<file path="src/rtl/branch_pkg.sv">
// Shared opcode constants, branch condition encoding and BHT counter type
// for the execute-stage branch resolution logic.
package branch_pkg;

    localparam logic [6:0] OPC_BRANCH = 7'b1100011;
    localparam logic [6:0] OPC_JAL    = 7'b1101111;

    typedef enum logic [2:0] {
        BEQ  = 3'd0,
        BNE  = 3'd1,
        BLT  = 3'd4,
        BGE  = 3'd5,
        BLTU = 3'd6,
        BGEU = 3'd7
    } br_type_e;

    typedef logic [1:0] bht_cnt_t;

    localparam bht_cnt_t BHT_RESET = 2'b01;

    // 2-bit saturating step: up on taken, down on not-taken
    function automatic bht_cnt_t bht_train(input bht_cnt_t cnt, input logic taken);
        bht_cnt_t res;
        res = cnt;
        if (taken && cnt != 2'b11) begin
            res = cnt + 2'b01;
        end else if (!taken && cnt != 2'b00) begin
            res = cnt - 2'b01;
        end
        return res;
    endfunction

endpackage

</file>
<file path="src/rtl/branch_bht.sv">
// Bimodal table of 2-bit counters: one combinational read port and one
// training port; a read of the entry being trained sees the old value.
module branch_bht
    import branch_pkg::*;
#(
    parameter int ENTRIES = 16,
    localparam int IDX_W = $clog2(ENTRIES)
) (
    input  logic             clk,
    input  logic             reset,
    input  logic [IDX_W-1:0] rd_idx,
    output bht_cnt_t         rd_cnt,
    input  logic             train_en,
    input  logic [IDX_W-1:0] train_idx,
    input  logic             train_taken
);

    bht_cnt_t cnt_reg [ENTRIES];

    // Counters live in flops: every entry must return to weak-NT on reset
    assign rd_cnt = cnt_reg[rd_idx];

    always_ff @(posedge clk) begin
        if (reset) begin
            for (int i = 0; i < ENTRIES; i++) begin
                cnt_reg[i] <= BHT_RESET;
            end
        end else if (train_en) begin
            cnt_reg[train_idx] <= bht_train(cnt_reg[train_idx], train_taken);
        end
    end

endmodule

</file>
<file path="src/rtl/branch_predict_resolve.sv">
// Execute-stage branch/jump resolution with mispredict detection, a
// saturating mispredict counter and a bimodal predictor for fetch.
module branch_predict_resolve
    import branch_pkg::*;
#(
    parameter int XLEN        = 32,
    parameter int BHT_ENTRIES = 16,
    parameter int CNT_W       = 16
) (
    input  logic             clk,
    input  logic             reset,
    input  logic [XLEN-1:0]  fetch_pc,
    output logic             pred_taken,
    input  logic             ex_valid,
    input  logic [XLEN-1:0]  ex_pc,
    input  logic [6:0]       opcode,
    input  logic [2:0]       br_type,
    input  logic [XLEN-1:0]  rs1,
    input  logic [XLEN-1:0]  rs2,
    input  logic [XLEN-1:0]  imm,
    input  logic             ex_pred_taken,
    output logic             res_valid,
    output logic             br_taken,
    output logic [XLEN-1:0]  br_target,
    output logic             mispredict,
    output logic             illegal_br,
    output logic [CNT_W-1:0] mispredict_cnt
);

    localparam int IDX_W = $clog2(BHT_ENTRIES);

    logic [IDX_W-1:0] fetch_idx;
    logic [IDX_W-1:0] ex_idx;
    bht_cnt_t         fetch_cnt;

    logic is_branch;
    logic is_jal;
    logic cond_taken;
    logic legal_type;

    logic res_valid_next;
    logic br_taken_next;
    logic mispredict_next;
    logic illegal_next;

    logic             res_valid_reg;
    logic             br_taken_reg;
    logic [XLEN-1:0]  br_target_reg;
    logic             mispredict_reg;
    logic             illegal_reg;
    logic [CNT_W-1:0] mispredict_cnt_reg;

    // Word-aligned PCs: bits [1:0] and the upper tag bits do not index
    assign fetch_idx = fetch_pc[IDX_W+1:2];
    assign ex_idx    = ex_pc[IDX_W+1:2];

    logic unused_pc_bits;
    assign unused_pc_bits = ^{fetch_pc[XLEN-1:IDX_W+2], fetch_pc[1:0],
                              ex_pc[XLEN-1:IDX_W+2], ex_pc[1:0]};

    branch_bht #(
        .ENTRIES (BHT_ENTRIES)
    ) u_bht (
        .clk         (clk),
        .reset       (reset),
        .rd_idx      (fetch_idx),
        .rd_cnt      (fetch_cnt),
        .train_en    (is_branch && legal_type),
        .train_idx   (ex_idx),
        .train_taken (cond_taken)
    );

    assign pred_taken = fetch_cnt[1];

    assign is_branch = ex_valid && (opcode == OPC_BRANCH);
    assign is_jal    = ex_valid && (opcode == OPC_JAL);

    always_comb begin
        cond_taken = 1'b0;
        legal_type = 1'b1;
        case (br_type)
            BEQ:     cond_taken = (rs1 == rs2);
            BNE:     cond_taken = (rs1 != rs2);
            BLT:     cond_taken = ($signed(rs1) <  $signed(rs2));
            BGE:     cond_taken = ($signed(rs1) >= $signed(rs2));
            BLTU:    cond_taken = (rs1 <  rs2);
            BGEU:    cond_taken = (rs1 >= rs2);
            default: legal_type = 1'b0;
        endcase
    end

    always_comb begin
        res_valid_next  = is_branch || is_jal;
        br_taken_next   = is_jal || (is_branch && legal_type && cond_taken);
        illegal_next    = is_branch && !legal_type;
        // Illegal types resolve not-taken, so they mispredict iff predicted taken
        mispredict_next = res_valid_next && (br_taken_next != ex_pred_taken);
    end

    always_ff @(posedge clk) begin
        if (reset) begin
            res_valid_reg      <= 1'b0;
            br_taken_reg       <= 1'b0;
            br_target_reg      <= '0;
            mispredict_reg     <= 1'b0;
            illegal_reg        <= 1'b0;
            mispredict_cnt_reg <= '0;
        end else begin
            res_valid_reg  <= res_valid_next;
            br_taken_reg   <= br_taken_next;
            mispredict_reg <= mispredict_next;
            illegal_reg    <= illegal_next;
            if (res_valid_next) begin
                br_target_reg <= ex_pc + imm;
            end
            // Counter moves on the same edge that raises mispredict
            if (mispredict_next && !(&mispredict_cnt_reg)) begin
                mispredict_cnt_reg <= mispredict_cnt_reg + 1'b1;
            end
        end
    end

    assign res_valid      = res_valid_reg;
    assign br_taken       = br_taken_reg;
    assign br_target      = br_target_reg;
    assign mispredict     = mispredict_reg;
    assign illegal_br     = illegal_reg;
    assign mispredict_cnt = mispredict_cnt_reg;

endmodule

</file>
<file path="config.mk">
export PLATFORM = sky130hd
export DESIGN_NAME = branch_predict_resolve
export DESIGN_NICKNAME = d
export VERILOG_FILES = /design/src/rtl/branch_pkg.sv /design/src/rtl/branch_bht.sv /design/src/rtl/branch_predict_resolve.sv
export SDC_FILE = /design/constraint.sdc
export NUM_CORES = 1
export LEC_CHECK = 0
export CORE_MARGIN = 2
export CORE_UTILIZATION = 46
export CTS_CLUSTER_SIZE = 24
export DETAILED_ROUTE_END_ITERATION = 10
export PLACE_DENSITY = 0.82
export SYNTH_ARGS = -nofsm -noshare
export SYNTH_HDL_FRONTEND = slang
export SYNTH_SLANG_ARGS = --single-unit
</file>
<file path="constraint.sdc">
create_clock -name clk -period 4.7 [get_ports clk]
set_input_delay 0.94 -clock clk [delete_from_list [all_inputs] [get_ports clk]]
set_output_delay 0.94 -clock clk [all_outputs]
set_load 0.01 [all_outputs]
</file>
Word level (Yosys, flattened, before mapping)
Memory sizes are Yosys's and may differ from the RTL's. Index checks and enable logic that the tools add are counted.

Add/subtract/negate cells: 4. Mux-type cells: 14. Order comparisons: 4. Equality and inequality tests: 11. Reduce and logical (&&, ||, !) cells: 19.

Operators by type and width (count): 32-bit greater-or-equal comparator (2); 32-bit < comparator (2); 32-bit adder (1); 32-bit equality test (1); 32-bit != test (1); 16-bit by 1-bit adder with 16-bit output (second input constant) (1); 16-bit AND reduction (1); 7-bit equality test (second input constant) (2); 3-bit equality test (second input constant) (4); 2-bit two-way mux (5); 1-bit logical AND (9); 1-bit two-way mux (7); 1-bit case mux with 6 select lines (1); 6-bit OR reduction (1); 4-bit two-way mux (1); 3-bit by 1-bit equality test with 1-bit output (second input constant) (1); 1-bit logical NOT (3); 3-bit logical NOT (1); 2-bit by 1-bit adder with 2-bit output (second input constant) (1); 1-bit logical OR (2); 2-bit != test (second input constant) (1); 2-bit nonzero test (1); 2-bit OR reduction (1); 2-bit by 1-bit subtractor with 2-bit output (second input constant) (1); 1-bit != test (1).

Input port bits: 174. Logic and storage cells: 59. Memories: 1. Register bits after elaboration: 52. Output and inout port bits: 53. Bits in writable memories: 32.

Memory list: u_bht.cnt_reg (words 16, width 2, read ports 2, clocked after memory_dff 0, write ports 16, line branch_bht.sv:18) `bht_cnt_t cnt_reg [ENTRIES];`.

Logic depth before layout (Yosys ltp)
Gate-level depths: netlist of run 1.

Depth after elaboration: 9. Mapped depth: 13.

Cells and area by module
From an unflattened synthesis of run 1, not the netlist that was laid out.

Cells, all modules: 747. Area total of the unflattened synthesis: 6588.8 um^2.

By module, submodules not included: branch_predict_resolve (times used 1, cells each 574, area each 4474.3 um^2); branch_bht (times used 1, cells each 173, area each 2114.5 um^2).

Worst setup path after synthesis of run 1
No wires, ideal clock.

Path kind: input to register. From: in rs2[11]. To: mem u_bht.cnt_reg[10][0] in the netlist's numbering, data pin. Arrival time: 3.454 ns. Stages on the path: 13. Data required time: 4.436 ns. Setup time: 0.264 ns. Slack: 0.982 ns. Cell sequence: inv_1 > ha_1 > a21oi_2 > o21a_1 > o22ai_1 > o31a_1 > or4_1 > o211ai_1 > nor2_1 > mux2i_1 > xnor2_1 > clkbuf_1 > nand2_1.

RTL lines: start: declaration (line branch_predict_resolve.sv:19) `input logic [XLEN-1:0] rs2,`; end: declaration (line branch_bht.sv:18).

Worst setup path in the final report of run 1
From: in ex_pc[2]. To: reg br_target_reg[30], in the netlist br_target[30].

Word-level cells in the longest chain between the ends: 1.

RTL lines: start: declaration (line branch_predict_resolve.sv:15) `input logic [XLEN-1:0] ex_pc,`; 32-bit adder (line branch_predict_resolve.sv:114) `br_target_reg <= ex_pc + imm;`; end signal: assignment (line branch_predict_resolve.sv:114); end: declaration (line branch_predict_resolve.sv:48) `logic [XLEN-1:0] br_target_reg;`.

Every way passes these cells. A chain may end at the register's enable or synchronous reset.

==> results of run 1 <==
[through the flow]
step / util / power [mW] / setup WS, ps / std cells / instance area (um2)
CTS: 0.6593 / 2.007 / 616.2 / 1101 / 8766
global route: 0.6593 / 2.090 / 313.0 / 1101 / 8766
finish: 0.6593 / 1.994 / 610.6 / 1101 / 8766
detailed placement: 0.6366 / 1.294 / 274.5 / 1085 / 8464
floorplan: - / 1.081 / 981.8 / 724 / 6292
global placement: 0.6366 / 1.285 / 310.3 / 1085 / 8464
[synth_stat cells, drive strengths merged, types with 3 or more instances]
| master | instances |
|---|---|
| and4 | 3 |
| clkbuf | 17 |
| a311oi | 3 |
| nor3 | 18 |
| mux2 | 3 |
| o211ai | 4 |
| nor3b | 6 |
| edfxtp | 32 |
| or3 | 6 |
| nor2b | 10 |
| and2 | 5 |
| buf | 6 |
| o21a | 6 |
| a21oi | 73 |
| or4 | 7 |
| nand2 | 91 |
| o21ai | 28 |
| a21o | 14 |
| ha | 66 |
| nand3 | 17 |
| a31oi | 3 |
| nand3b | 5 |
| o31ai | 10 |
| mux2i | 4 |
| nand2b | 14 |
| nor4 | 4 |
| dfxtp | 52 |
| mux4 | 15 |
| xnor2 | 17 |
| or2 | 14 |
| xor2 | 11 |
| o21bai | 5 |
| and3 | 10 |
| inv | 50 |
| a211oi | 13 |
| nor2 | 45 |
| nand4 | 14 |
[cell families after synthesis]
| group | after synthesis | synth area share |
|---|---|---|
| xor gates and xnor gates | 28 | 0.03897 |
| buffers and inverters | 75 | 0.04812 |
| muxes | 22 | 0.06542 |
| and+or+nand+nor | 274 | 0.2209 |
| adders and majority gates | 67 | 0.1344 |
| DFF | 84 | 0.3182 |
| AOI/OAI and AO/OA | 174 | 0.1740 |
[worst max path at each step]
stage,startpoint,endpoint,slack (ps),depth (start not counted)
global route,rs2[31],mispredict_cnt[13]$_SDFFE_PP0P_,310,14
floorplan,rs2[11],u_bht.cnt_reg[10][0]$_SDFFCE_PN1P_,980,13
finish,ex_pc[2],br_target[30]$_SDFFE_PP0P_,610,12
CTS,fetch_pc[2],pred_taken,620,4
global placement,rs2[27],mispredict_cnt[13]$_SDFFE_PP0P_,310,14
detailed placement,ex_pc[2],br_target[30]$_SDFFE_PP0P_,270,12
[power groups by stage]
stage          Combinational (mW)  Clock [mW]  Sequential, mW
2_1_floorplan               0.301           0           0.780
3_3_place_gp                0.505           0           0.780
3_5_place_dp                0.513           0           0.781
4_1_cts                     0.517       0.725           0.764
5_1_grt                     0.569       0.756           0.765
6_report                    0.515       0.715           0.764
[cells in the final DEF (no fill, tap or decap), drive strengths merged, types with 14 or more instances in the layout]
cell type      Yosys  routed
mux4              15      15
clkdlybuf4s50      0     197
edfxtp            32      32
a21o              14      14
nor3              18      18
ha                66      66
nand3             17      17
nand4             14      14
nand2             91      91
a21oi             73      73
o21ai             28      28
or2               14      14
nand2b            14      14
nor2              45      45
xnor2             17      17
dfxtp             52      52
inv               50      53
[area by class of cell]
type                    count  area [um2]  share of cell area
multi-input cells         565        3988              0.4549
well taps                 176       220.2             0.02512
repair buffers            210        2067              0.2358
clock inverters             6       51.30            0.005852
clock buffers              10       250.2             0.02855
inverters                  50       187.7             0.02141
flip-flops and latches     84        2002              0.2284
[routing by layer]
metal	vias up	wire [um]
met5	-	0
met4	0	461
met3	30	1260
met2	211	8379
met1	2753	7003
li1	3035	-
[worst max-delay path, cell delays in order]
cell and delay [ps]:
clkdlybuf4s50_1 640, ha_1 320, nor2b_1 140, o21a_1 170
o21ai_0 290, a31oi_1 180, a21oi_1 390, o41a_1 330
o21ai_0 200, a311oi_1 390, nor4_1 80, a211o_1 250
==> metrics.txt, run 1 <==
H-tree Lvls 3; Post-DRT Antenna Nets 0; CORE AREA 13300 um2; Max Slew Vio Count 0; Seq/Total Area, Yosys 0.3182; nature of the critical path endpoint register; Flop pwr share 0.383; P&R area growth vs syn 39.31%; Die Y 121.0 um; Post-Syn Area 6292 um2; outcome complete, no violations; RSZ-0062 raised after global routing false; row count 42; Int Power 1.432 mW; pin count of the biggest net entering global routing 79; CP Launch Type input pin; I/O pin cnt 227; top cell type's share of synthesized area 0.1654; Tmin final 4089 ps; total gr overflow 0; #FFs+latches synth 84; Fin Hold WS 449.5 ps; R2R Setup Slk 1950 ps; n_diodes 0; WL final 17110 um; sw frac 0.2819; Worst-path clk slew 70 ps; Hold Violations, Final 0; drt drc 0; cts hold-fix bufs 0; cts repair resizes 0; relative slew slack 0.4608; number of global-route vias before repair 5798; GRT met2 Usage 0.4161; Syn Inst Count 724; syn nets 965; postcts setup bufs 0; Mapped Avg Cell Area 8.691 um2; CP max FO 5; RR Startpoint u_bht.cnt_reg[8][1]$_SDFFCE_PN0P_; met1 GRT Util 0.2729; fmax 244.5 MHz; PwrDens 227.5 nW/um2; Buffers on Ports 198; gpl congestion 0.8679; ys flop type dfxtp_1; clock skew 4.229 ps; crit path DAT 4330 ps; vias per inst 5.476; combinational share of power 0.258; top cell type by total area after synthesis dfxtp_1; fill count 1108; YS warnings 0; hold path startpoint br_target[17]$_SDFFE_PP0P_; drt pass-1 iters 4; clock group share of total power 0.358; Lkg Pwr 3.420 nW; first-pass GRT wire length 27200 um; r2r endpoint u_bht.cnt_reg[13][1]$_SDFFCE_PN0P_; Total Routing Usage GR 0.2331; # setup viols final 0; die area 14630 um2; EDFF count, synth 32; slew at the pin closest to its max-slew limit 807.0 ps; Die Wd 121.0 um; Post-synth ARST share 0; Worst Reg-to-Reg Cells 10; setup_tns 0 ps; CTS tree yes; switching pwr 0.5622 mW; proportion of layout cells with a drive suffix above 1 0.07568; Most Crowded Layer GR met2; CTS root buf clkbuf_16; top cells by area, synth dfxtp_1 (17%), edfxtp_1 (15%), ha_1 (13%); initial drt markers 368; Max Root-Sink Buffers 2; met3 global-route usage 0.04746; antenna violations before repair 0; Final Net Count 1161; Max-cap violations 0; worst setup path category input pin to register; Initial Utilization 0.4733; Worst Hold Path Cells 2; clk_lat worst skew 340 ps; WP data required 4940 ps; worst hold-check path type register to register; Routed WL per cell 15.54 um; Vias 6029; Tcrit/Tclk final 0.8701; DP HPWL 13470 um; worst hold path endpoint br_target[17]$_SDFFE_PP0P_; Unique masters post-synth 64; VDD IR max 0.1863 mV; total CTS buffers 9; Sink Count 84
(Power assumes the default switching activity.)
==> run 2, diff against run 1 <==
- CORE_MARGIN: 2 -> not set
==> run 2 against run 1 <==
Compared with the run above: fmax shrank 0.37%; clock power grew 7.8%; global-route usage grew 0.35 points; critical endpoint unchanged; largest power group is now clock; highest routed layer unchanged.
==> metrics.txt, run 2 (same netlist as run 1, synthesis figures left out) <==
number of global-route vias before repair 5714 (-1.4%); PwrDens 233.8 nW/um2 (+2.8%); Worst Reg-to-Reg Cells 8 (-2); I/O pin cnt 227 (unchanged); CTS root buf clkbuf_16; H-tree Lvls 3 (unchanged); DP HPWL 12970 um (-3.7%); Die Y 119.0 um (-1.7%); Design Power 2.053 mW (+2.9%); slew at the pin closest to its max-slew limit 802.1 ps (-4.840 ps); cts repair resizes 0 (unchanged); Fin Hold WS 453.9 ps (+4.346 ps); total gr overflow 0 (unchanged); clk_lat worst skew 350 ps (about the same); die area 14150 um2 (-3.3%); RR Startpoint u_bht.cnt_reg[11][0]$_SDFFCE_PN1P_; drt drc 0 (unchanged); Final Core Density 0.6605 (+0.001129); fmax 243.6 MHz (-0.37%); CP Cell Sequence clkdlybuf4s50_1 -> ha_1 -> inv_1 -> fa_1 -> nor2b_1 -> o21a_1 -> o21ai_0 -> a31oi_1 -> a21oi_1 -> o41a_1 -> o21ai_0 -> a311oi_1 -> a211o_1; Sink Count 84 (unchanged); proportion of layout cells with a drive suffix above 1 0.07468 (-0.001000); CP Launch Type input pin; Post-DRT Antenna Nets 0 (unchanged); initial drt markers 353 (-4.1%); final setup margin 595.4 ps (-15.13 ps); nature of the critical path endpoint register; Die Wd 119.0 um (-1.7%); Crit path top cell by count o21ai_0; # setup viols final 0 (unchanged); Routed WL per cell 15.20 um (-2.2%); Max Root-Sink Buffers 2 (unchanged); WL final 16720 um (-2.3%); Worst-path clk slew 70 ps (about the same); total CTS buffers 9 (unchanged); worst hold path endpoint br_target[23]$_SDFFE_PP0P_; commonest non-fill, non-tap cell in the layout clkdlybuf4s50_1; row count 42 (unchanged); postcts setup bufs 0 (unchanged); Lkg Pwr 3.429 nW (+0.25%); cts hold-fix bufs 0 (unchanged); clock skew 10.27 ps (+6.045 ps); worst hold-check path type register to register; Worst Path Buf+Inv 2 (+1); Buffers on Ports 198 (unchanged); gpl congestion 0.8894 (+2.5%); most frequent cells in the layout clkdlybuf4s50_1 (197), nand2_1 (91), a21oi_1 (71); outcome complete, no violations; WP data required 4940 ps (about the same); Worst Hold Path Cells 2 (unchanged); Initial Utilization 0.4733 (unchanged); pre-CTS WS 175.7 ps (-98.75 ps); RSZ-0062 raised after global routing false; R2R Setup Slk 1920 ps (-30 ps); CORE AREA 13300 um2 (unchanged); pin count of the biggest net entering global routing 79 (unchanged); Hold Violations, Final 0 (unchanged); Tmin final 4105 ps (+15.13 ps); Tcrit/Tclk final 0.8733 (+0.003219); CTS tree yes; first-pass GRT wire length 26840 um (-1.3%); P&R area growth vs syn 39.55%; CP max stage cell o41a_1; CP max stage delay 530 ps (-110 ps); Max-cap violations 0 (unchanged); crit path DAT 4340 ps (about the same); Max Slew Vio Count 0 (unchanged); VDD IR max 0.1368 mV (-27%); Vias 6066 (+0.61%); drt pass-1 iters 5 (+1); delay-heaviest family, CP compound AO/OA/AOI/OAI gates; worst setup path category input pin to register; r2r endpoint u_bht.cnt_reg[9][1]$_SDFFCE_PN0P_; antenna violations before repair 0 (unchanged); setup_tns 0 ps (unchanged); Final Net Count 1160 (-0.086%); Total Routing Usage GR 0.2366 (+0.003505); n_diodes 0 (unchanged); hold path startpoint br_target[23]$_SDFFE_PP0P_; relative slew slack 0.4652 (+0.004391); vias per inst 5.515 (+0.71%); CP max FO 5 (unchanged)
## run 2: cell types whose count changed in the layout (fill, tap and decap cells not counted)
cell	before	now
bufinv_16	0	1
buf_4	12	11
clkinvlp_4	1	0
## run 2: routing by layer
layer | GRT usage | share of wire | vias to the layer above
li1 | - | - | 3027
met1 | 0.2830 | 0.42 | 2775
met2 | 0.4148 | 0.49 | 239
met3 | 0.05795 | 0.069 | 25
met4 | 0.07516 | 0.021 | 0
met5 | 0 | 0 | -
## run 2: area by class of cell
type / instances / area (um2)
clock inverter: 6 / 73.82
inverter: 50 / 187.7
timing repair buffer: 209 / 2059
fill: 1071 / 4514
clock buffer: 10 / 250.2
multi-input combinational: 565 / 3988
tap: 176 / 220.2
sequential: 84 / 2002
## run 2: metrics by stage
stage,cell area (um2),std cells
after floorplan,6292,724
after global placement,8457,1084
after detailed placement,8457,1084
after CTS,8781,1100
after global routing,8781,1100
final,8781,1100
## run 2: report_power, final
part,internal (mW),switching (mW),leakage [nW]
logic,0.274,0.244,2.58
registers,0.760,0.00393,0.695
clock network,0.452,0.319,0.159
## run 2: worst max-delay path by stage
stage | slack, ps | cells past startpoint | to | from
3_5_place_dp | 180 | 13 | mispredict_cnt[15]$_SDFFE_PP0P_ | rs2[27]
4_1_cts | 540 | 13 | mispredict_cnt[15]$_SDFFE_PP0P_ | rs2[19]
2_1_floorplan | 980 | 13 | u_bht.cnt_reg[10][0]$_SDFFCE_PN1P_ | rs2[11]
5_1_grt | 290 | 13 | mispredict_cnt[13]$_SDFFE_PP0P_ | rs2[27]
3_3_place_gp | 230 | 13 | mispredict_cnt[13]$_SDFFE_PP0P_ | rs2[19]
6_report | 600 | 13 | br_target[30]$_SDFFE_PP0P_ | ex_pc[0]
## run 2: worst register-to-register path, stage by stage (launching register included)
cell and delay [ps]:
edfxtp_1 370, mux4_2 500, mux4_2 520, ha_1 240, and4_2 180, a31oi_1 310, nand2_1 130, buf_4 200
nor3_1 160
==> run 3, diff against run 2 <==
- CORE_ASPECT_RATIO: not set -> 1.2
==> run 3 against run 2 <==
Compared with the run above: clock power barely moved; clock skew barely moved; sequential share of layout area barely moved; utilization barely moved; wire length fell by 0.98%; largest cell class unchanged; critical path type unchanged; total power fell by 0.34%; highest routed layer unchanged; via count fell by 0.15%; largest power group unchanged.
==> metrics.txt, run 3 (same netlist as run 1, synthesis figures left out) <==
WP data required 4930 ps (about the same); top routing layer used met4; outcome complete, no violations; most frequent cells in the layout clkdlybuf4s50_1 (197), nand2_1 (91), a21oi_1 (71); DP HPWL 12880 um (-0.68%); postcts setup bufs 0 (unchanged); crit path DAT 4410 ps (+70 ps); Design Power 2.046 mW (-0.34%); Worst Hold Path Cells 2 (unchanged); slew at the pin closest to its max-slew limit 849.4 ps (+47.23 ps); met2 WL 8678 um (+6.3%); Die Wd 108.8 um (-8.6%); Worst-path clk slew 60 ps (about the same); gpl congestion 0.8788 (-1.2%); Initial Utilization 0.4733 (unchanged); # setup viols final 0 (unchanged); total CTS buffers 9 (unchanged); Tcrit/Tclk final 0.8901 (+0.01683); CTS root buf clkbuf_16; CP Launch Type input pin; Max Slew Vio Count 0 (unchanged); Fin Hold WS 448.3 ps (-5.559 ps); number of global-route vias before repair 5704 (-0.18%); P&R area growth vs syn 39.61% (about the same); Final Core Density 0.6607 (about the same); WL final 16550 um (-0.98%); fmax 239.0 MHz (-1.9%); CP max FO 4 (-1); vias per inst 5.542 (+0.49%); hold path startpoint br_target[14]$_SDFFE_PP0P_; Max-cap violations 0 (unchanged); Buffers on Ports 198 (unchanged); total gr overflow 0 (unchanged); die area 14150 um2 (about the same); cts hold-fix bufs 0 (unchanged); Lkg Pwr 3.439 nW (+0.29%); r2r endpoint u_bht.cnt_reg[5][1]$_SDFFCE_PN0P_; CTS tree yes; worst hold path endpoint br_target[14]$_SDFFE_PP0P_; H-tree Lvls 3 (unchanged); antenna violations before repair 0 (unchanged); Vias 6057 (-0.15%); nature of the critical path endpoint register; Sink Count 84 (unchanged); setup_tns 0 ps (unchanged); Routed WL per cell 15.14 um (-0.35%); commonest non-fill, non-tap cell in the layout clkdlybuf4s50_1; Die Y 130.1 um (+9.4%); CORE AREA 13300 um2 (unchanged); RSZ-0062 raised after global routing false; Final Net Count 1161 (+0.086%); proportion of layout cells with a drive suffix above 1 0.07568 (+0.001000); Post-DRT Antenna Nets 0 (unchanged); drt drc 0 (unchanged); n_diodes 0 (unchanged); Total Routing Usage GR 0.2330 (-0.003560); met3 wire len 1157 um (about the same); drt pass-1 iters 5 (unchanged); PwrDens 232.9 nW/um2 (-0.38%); worst hold-check path type register to register; I/O pin cnt 227 (unchanged); R2R Setup Slk 1980 ps (+60 ps); VDD IR max 0.1359 mV (-0.62%); row count 46 (+9.5%); Hold Violations, Final 0 (unchanged); relative slew slack 0.4324 (-0.03286); worst setup path category input pin to register; clk_lat worst skew 340 ps (about the same); RR Startpoint u_bht.cnt_reg[14][0]$_SDFFCE_PN1P_; M1 wire length 6332 um (-10%); Tmin final 4184 ps (+79.12 ps); pin count of the biggest net entering global routing 79 (unchanged); initial drt markers 218 (-38%); Max Root-Sink Buffers 2 (unchanged); first-pass GRT wire length 25700 um (-4.2%); cts repair resizes 0 (unchanged); clock skew 10.11 ps (-0.1595 ps); Worst Reg-to-Reg Cells 8 (unchanged)
==> run 3: routing by layer <==
layer | up-vias | GRT usage
met2 | 212 | 0.4371
met5 | - | 0
li1 | 3030 | -
met3 | 29 | 0.05045
met1 | 2786 | 0.2496
met4 | 0 | 0.09777
==> run 3: metrics by stage <==
stage / std cells / cell area [um2] / setup slack (ps)
6_report: 1093 / 8785 / 516.3
3_3_place_gp: 1077 / 8454 / 253.1
5_1_grt: 1093 / 8785 / 335.9
4_1_cts: 1093 / 8785 / 531.4
3_5_place_dp: 1077 / 8454 / 218.4
2_1_floorplan: 724 / 6292 / 981.8
==> run 3: area by class of cell <==
class	instances	area (um2)
clock buffers	12	277.8
clock inverters	4	52.55
fillers	1134	4511
inverters	50	187.7
multi-input cells	565	3988
flip-flops and latches	84	2002
well taps	168	210.2
repair buffers	210	2067
==> run 3: power breakdown <==
| group | switching, mW | internal (mW) | total, mW |
|---|---|---|---|
| sequential | 0.00354 | 0.761 | 0.764 |
| combinational | 0.240 | 0.273 | 0.513 |
| clock | 0.294 | 0.475 | 0.769 |
| total | 0.538 | 1.51 | 2.05 |
==> run 3: worst max-delay path: stages <==
cell             delay (ps)
clkdlybuf4s50_1         480
ha_1                    250
inv_1                    80
fa_1                    400
nor2b_1                 130
o21a_1                  130
o21ai_0                 120
a31oi_1                 330
a21oi_1                 150
o41a_1                  520
o21ai_0                 390
a311oi_1                200
a211o_1                 290
==> run 3: worst max-delay path by stage <==
stage	startpoint	end	slack, ps
2_1_floorplan	rs2[11]	u_bht.cnt_reg[10][0]$_SDFFCE_PN1P_	980
5_1_grt	imm[0]	br_target[30]$_SDFFE_PP0P_	340
6_report	imm[0]	br_target[30]$_SDFFE_PP0P_	520
3_5_place_dp	rs2[27]	mispredict_cnt[15]$_SDFFE_PP0P_	220
3_3_place_gp	rs2[27]	mispredict_cnt[15]$_SDFFE_PP0P_	250
4_1_cts	imm[0]	br_target[30]$_SDFFE_PP0P_	530
